File: src/rtl/mux_console_port.sv
// Memory-mapped 8N1 serial console on the CPU6 external bus: STATUS/DATA
// registers, a small TX FIFO feeding a serialiser, and an RX deserialiser.
module mux_console_port #(
  parameter logic [15:0] BASE_ADDR = 16'hF200,
  parameter int unsigned CLK_DIV   = 16,
  parameter int unsigned FIFO_AW   = 2
) (
  input  logic        clock,
  input  logic        reset,
  input  logic [15:0] address,
  input  logic        write_en,
  input  logic        rd_en,
  input  logic [7:0]  data_in,
  output logic [7:0]  data_out,
  output logic        tx,
  input  logic        rx
);

  localparam int unsigned      DEPTH     = 1 << FIFO_AW;
  localparam logic [FIFO_AW:0] DEPTH_C   = (FIFO_AW + 1)'(DEPTH);
  localparam logic [15:0]      BAUD_FULL = 16'(CLK_DIV - 1);
  localparam logic [15:0]      BAUD_HALF = 16'(CLK_DIV / 2 - 1);

  typedef enum logic [1:0] {S_IDLE, S_START, S_DATA, S_STOP} state_t;

  logic sel, is_data, wr_data, wr_status, rd_data;

  assign sel       = (address[15:1] == BASE_ADDR[15:1]);
  assign is_data   = address[0];
  assign wr_data   = write_en & sel & is_data;
  assign wr_status = write_en & sel & ~is_data;
  assign rd_data   = rd_en & sel & is_data;

  // ---------------- TX FIFO ----------------
  logic [7:0]         fifo_mem [DEPTH];
  logic [FIFO_AW-1:0] wr_ptr, rd_ptr;
  logic [FIFO_AW:0]   count;
  logic               push, pop;
  state_t             tx_state;

  // Push is judged on the pre-edge count, so a same-cycle pop never frees a slot.
  assign push = wr_data && (count < DEPTH_C);
  assign pop  = (tx_state == S_IDLE) && (count != '0);

  always_ff @(posedge clock) begin
    if (push) fifo_mem[wr_ptr] <= data_in;
  end

  always_ff @(posedge clock or posedge reset) begin
    if (reset) begin
      wr_ptr <= '0;
      rd_ptr <= '0;
      count  <= '0;
    end else begin
      if (push) wr_ptr <= wr_ptr + 1'b1;
      if (pop)  rd_ptr <= rd_ptr + 1'b1;
      case ({push, pop})
        2'b10:   count <= count + 1'b1;
        2'b01:   count <= count - 1'b1;
        default: count <= count;
      endcase
    end
  end

  // ---------------- TX serialiser ----------------
  logic [15:0] tx_baud;
  logic [2:0]  tx_bit;
  logic [7:0]  tx_shift;

  always_ff @(posedge clock or posedge reset) begin
    if (reset) begin
      tx_state <= S_IDLE;
      tx_baud  <= '0;
      tx_bit   <= '0;
      tx_shift <= '0;
      tx       <= 1'b1;
    end else begin
      case (tx_state)
        S_IDLE: begin
          tx <= 1'b1;
          if (pop) begin
            tx_shift <= fifo_mem[rd_ptr];
            tx_baud  <= BAUD_FULL;
            tx_state <= S_START;
            tx       <= 1'b0;
          end
        end
        S_START: begin
          if (tx_baud == '0) begin
            tx_baud  <= BAUD_FULL;
            tx_bit   <= '0;
            tx       <= tx_shift[0];
            tx_state <= S_DATA;
          end else begin
            tx_baud <= tx_baud - 1'b1;
          end
        end
        S_DATA: begin
          if (tx_baud == '0) begin
            tx_baud <= BAUD_FULL;
            if (tx_bit == 3'd7) begin
              tx       <= 1'b1;
              tx_state <= S_STOP;
            end else begin
              tx_bit   <= tx_bit + 1'b1;
              tx_shift <= {1'b0, tx_shift[7:1]};
              tx       <= tx_shift[1];
            end
          end else begin
            tx_baud <= tx_baud - 1'b1;
          end
        end
        S_STOP: begin
          if (tx_baud == '0) tx_state <= S_IDLE;
          else               tx_baud  <= tx_baud - 1'b1;
        end
        default: tx_state <= S_IDLE;
      endcase
    end
  end

  // ---------------- RX deserialiser ----------------
  logic        rx_s1, rx_s2, rx_prev;
  state_t      rx_state;
  logic [15:0] rx_baud;
  logic [2:0]  rx_bit;
  logic [7:0]  rx_shift;
  logic [7:0]  rx_data;
  logic        rx_ready, overrun;

  always_ff @(posedge clock or posedge reset) begin
    if (reset) begin
      rx_s1   <= 1'b1;
      rx_s2   <= 1'b1;
      rx_prev <= 1'b1;
    end else begin
      rx_s1   <= rx;
      rx_s2   <= rx_s1;
      rx_prev <= rx_s2;
    end
  end

  always_ff @(posedge clock or posedge reset) begin
    if (reset) begin
      rx_state <= S_IDLE;
      rx_baud  <= '0;
      rx_bit   <= '0;
      rx_shift <= '0;
      rx_data  <= '0;
      rx_ready <= 1'b0;
      overrun  <= 1'b0;
    end else begin
      if (rd_data)   rx_ready <= 1'b0;
      if (wr_status) overrun  <= 1'b0;
      case (rx_state)
        S_IDLE: begin
          if (!rx_s2 && rx_prev) begin
            rx_baud  <= BAUD_HALF;
            rx_state <= S_START;
          end
        end
        S_START: begin
          if (rx_baud == '0) begin
            rx_baud  <= BAUD_FULL;
            rx_bit   <= '0;
            rx_state <= rx_s2 ? S_IDLE : S_DATA;
          end else begin
            rx_baud <= rx_baud - 1'b1;
          end
        end
        S_DATA: begin
          if (rx_baud == '0) begin
            rx_baud  <= BAUD_FULL;
            rx_shift <= {rx_s2, rx_shift[7:1]};
            rx_bit   <= rx_bit + 1'b1;
            if (rx_bit == 3'd7) rx_state <= S_STOP;
          end else begin
            rx_baud <= rx_baud - 1'b1;
          end
        end
        S_STOP: begin
          if (rx_baud == '0) begin
            rx_state <= S_IDLE;
            // A new byte wins over a same-cycle read or overrun clear.
            if (rx_s2) begin
              rx_data  <= rx_shift;
              rx_ready <= 1'b1;
              if (rx_ready && !rd_data) overrun <= 1'b1;
            end
          end else begin
            rx_baud <= rx_baud - 1'b1;
          end
        end
        default: rx_state <= S_IDLE;
      endcase
    end
  end

  // ---------------- bus read path ----------------
  logic tx_idle, tx_not_full;

  assign tx_idle     = (count == '0) && (tx_state == S_IDLE);
  assign tx_not_full = (count < DEPTH_C);

  always_comb begin
    data_out = 8'h00;
    if (sel) begin
      if (is_data) data_out = rx_data;
      else         data_out = {4'b0000, overrun, tx_idle, tx_not_full, rx_ready};
    end
  end

endmodule
File: config.mk
export PLATFORM = sky130hd
export DESIGN_NAME = mux_console_port
export DESIGN_NICKNAME = d
export VERILOG_FILES = /design/src/rtl/mux_console_port.sv
export SDC_FILE = /design/constraint.sdc
export NUM_CORES = 1
export LEC_CHECK = 0
export BUFFER_PORTS_ARGS = -buffer_cell sky130_fd_sc_hd__buf_2
export CORE_MARGIN = 5
export CORE_UTILIZATION = 60
export DETAILED_ROUTE_END_ITERATION = 10
export GPL_ROUTABILITY_DRIVEN = 0
export PLACE_DENSITY = 0.86
export SLEW_MARGIN = 20
export SYNTH_ARGS = -nofsm -noshare
export SYNTH_HDL_FRONTEND = slang
export SYNTH_SLANG_ARGS = --single-unit
File: constraint.sdc
create_clock -name clock -period 2.7 [get_ports clock]
set_input_delay 0 -clock clock [delete_from_list [all_inputs] [get_ports clock]]
set_output_delay 0 -clock clock [all_outputs]
set_load 0.05 [all_outputs]
==> results.toml <==
[status]
outcome = "finished, final reports clean"

[synth]
ys_seq_area_share_pct = 52.38
synthCells = 472
postSynth.asyncResetShare_pct = 71.17
synth_edf_count = 32
synth_area_um2 = 5618
avgSynthCellArea_um2 = 11.90
ys_types = 76
syn_nets = 524
ys.flop_type = "dfrtp_1"
ys_ff_latch = 111
synth_warnings = 0

[drt]
viasPerCell = 6.119
drc = 0
firstDrtPassIters = 4
num_vias = 3922
postRouteAntennaNets = 0
wl_per_cell_um = 17.75
drtIter0Drc = 181
totalWireLength_um = 11380

[clock_network]
h-tree-depth = 3
clkLatencyLatePin_ns = 0.38
cts_tree = "done"
postCtsSetupRepairBufs = 0
cts_hold_buf = 12
cts-root-buf = "clkbuf_8"
clock-sinks = 111
postCtsResizedCells = 0
cts_buffer_depth = 2
cts.clk_slew.worst_paths_ns = 0.12
cts_made_buffers = 9

[timing]
worstMarginPinSlew_ns = 0.5909
fin_crit_sh_pct = 86.06
relSlewSlack_pct = 59.59
setup_violations = 0
rsz0062_at_grt = "false"
timing.hold.ws_ns = 0.008180
period_minus_slack_ns = 2.324
fin_tns_setup_ns = 0
max_freq_mhz = 430.4
hold_viol = 0
skew_ns = 0.01604
slew_viol_final = 0

[placement]
hpwlAfterDp_um = 7878
portBuffers = 37

[die]
rows = 35
fp.dieW_um = 106.8
fp.dieH_um = 106.8
boundaryPins = 38
initial_core_util_pct = 61.09
coreArea_um2 = 9196
die_area_um2 = 11400

[global_routing]
track_usage_pct = 21.99
first_global_vias = 4164
grt_pass1_wl_um = 20130
overflow = 0
grt_start_max_net_pins = 33
grt_antenna_before_repair = 0

[finish]
diodes = 0
drive_gt1_share_pct = 20.94
syn_to_final_growth_pct = 11.40
num-nets-final = 577
final_cell_mix = "dfrtp_1 (75), buf_2 (37), nor2_1 (35)"
nFillCells = 635
final_common_cell = "dfrtp_1"

[setup_path]
cp.arrival_ns = 2.59
slowest_delay_ns = 0.47
r2r_slack_ns = 0.38
start_kind = "register"
cp-end-kind = "register"
crit_path_cell_trace = "nor4_1 -> nand2_1 -> nor2_4 -> and2_1 -> mux2_2"
slowest_stage = "nor4_1"
path_max_fanout = 11
required_ns = 2.97
path_class = "reg2reg"

[power]
p_leak_nw = 2.707
vdd_drop_max_v = 0.0005931
p_per_area_nw_per_um2 = 1109

[min_path]
min_path_type = "in2reg"

[job]
max_cap_violations = 0
## worst max-delay path, delay by kind of cell (launching register included)
kind,cells,cell delay (ns)
mux,1,0.40
flops,1,0.45
simple gates,4,1.36
## where the power goes
group,leakage [nW],internal (mW),switching [mW],total (mW)
sequential,1.30,2.14,0.522,2.67
clock,0.114,0.436,0.646,1.08
combinational,1.29,1.35,1.84,3.19
## logic make-up after synthesis
family,after synthesis,share of synthesized area (%)
flops,111,52.38
fa+ha+maj,23,5.256
simple gates,140,14.70
buf+inv,44,3.586
mux,35,8.463
compound gates,100,12.65
xor+xnor,19,2.962
## sequential cells by signal, summed over array words and instances (netlist names), named ones only
register / flops
rx_s1: 1
rx_baud: 16
rx_data: 8
tx_state: 2
overrun: 1
tx: 1
rx_shift: 8
rd_ptr: 2
rx_ready: 1
rx_prev: 1
tx_shift: 8
fifo_mem: 32
tx_baud: 16
wr_ptr: 2
tx_bit: 3
rx_bit: 3
rx_state: 1
count: 3
rx_s2: 1
## worst paths after layout
kind	endpoint	from	depth (start not counted)
max in group asynchronous	rx_s2	reset	4
worst min-delay path	overrun	address[0]	4
worst max-delay path	rx_shift[6]	rx_baud[13]	5
worst min register to register	rx_s2	rx_s1	0
min in group asynchronous	tx_baud[13]	reset	3
worst max register to register	rx_shift[6]	rx_baud[13]	5
## Yosys cell counts (10+ instances only)
cell type,instances,area (um2)
nor2_1,35,131.4
a22o_1,11,96.34
inv_1,28,105.1
dfrtp_1,75,1877
edfxtp_1,32,960.9
mux2_2,12,135.1
nand4_1,11,68.82
ha_1,22,275.3
nand2_1,17,63.81
o31ai_1,10,75.07
a21oi_1,31,155.2
and2_1,11,68.82
o21ai_0,10,50.05
xnor2_1,10,87.58
## metrics by stage
step	area, um2	util, %	power (mW)	instances	setup slack (ns)
floorplan	5618	-	5.143	472	0.4839
global placement	5914	64.31	5.640	613	0.5217
detailed placement	5914	64.31	5.813	613	0.4364
CTS	6259	68.05	6.933	641	0.3901
global route	6259	68.05	7.506	641	0.1663
finish	6259	68.05	6.940	641	0.3765
## cell type report
cell class                      instances  area (um2)  area share, %
Clock buffer                           10       148.9          2.379
Clock inverter                          6       75.07          1.200
Inverter                               28       106.4          1.699
Multi-Input combinational cell        317        2474          39.52
Sequential cell                       111        2943          47.02
Tap cell                              111       138.9          2.219
Timing Repair Buffer                   58       372.9          5.958
## per-layer routing
layer	part of all wire (%)	GRT usage [%]	up-vias	wire length (um)
met5	0	0	-	0
met4	1.6	6.484	0	178
met2	51	37.23	108	5821
met1	43	29.10	1949	4895
met3	4.3	4.034	18	484
li1	-	-	1847	-
No activity file was read; power rests on OpenSTA's default activity.
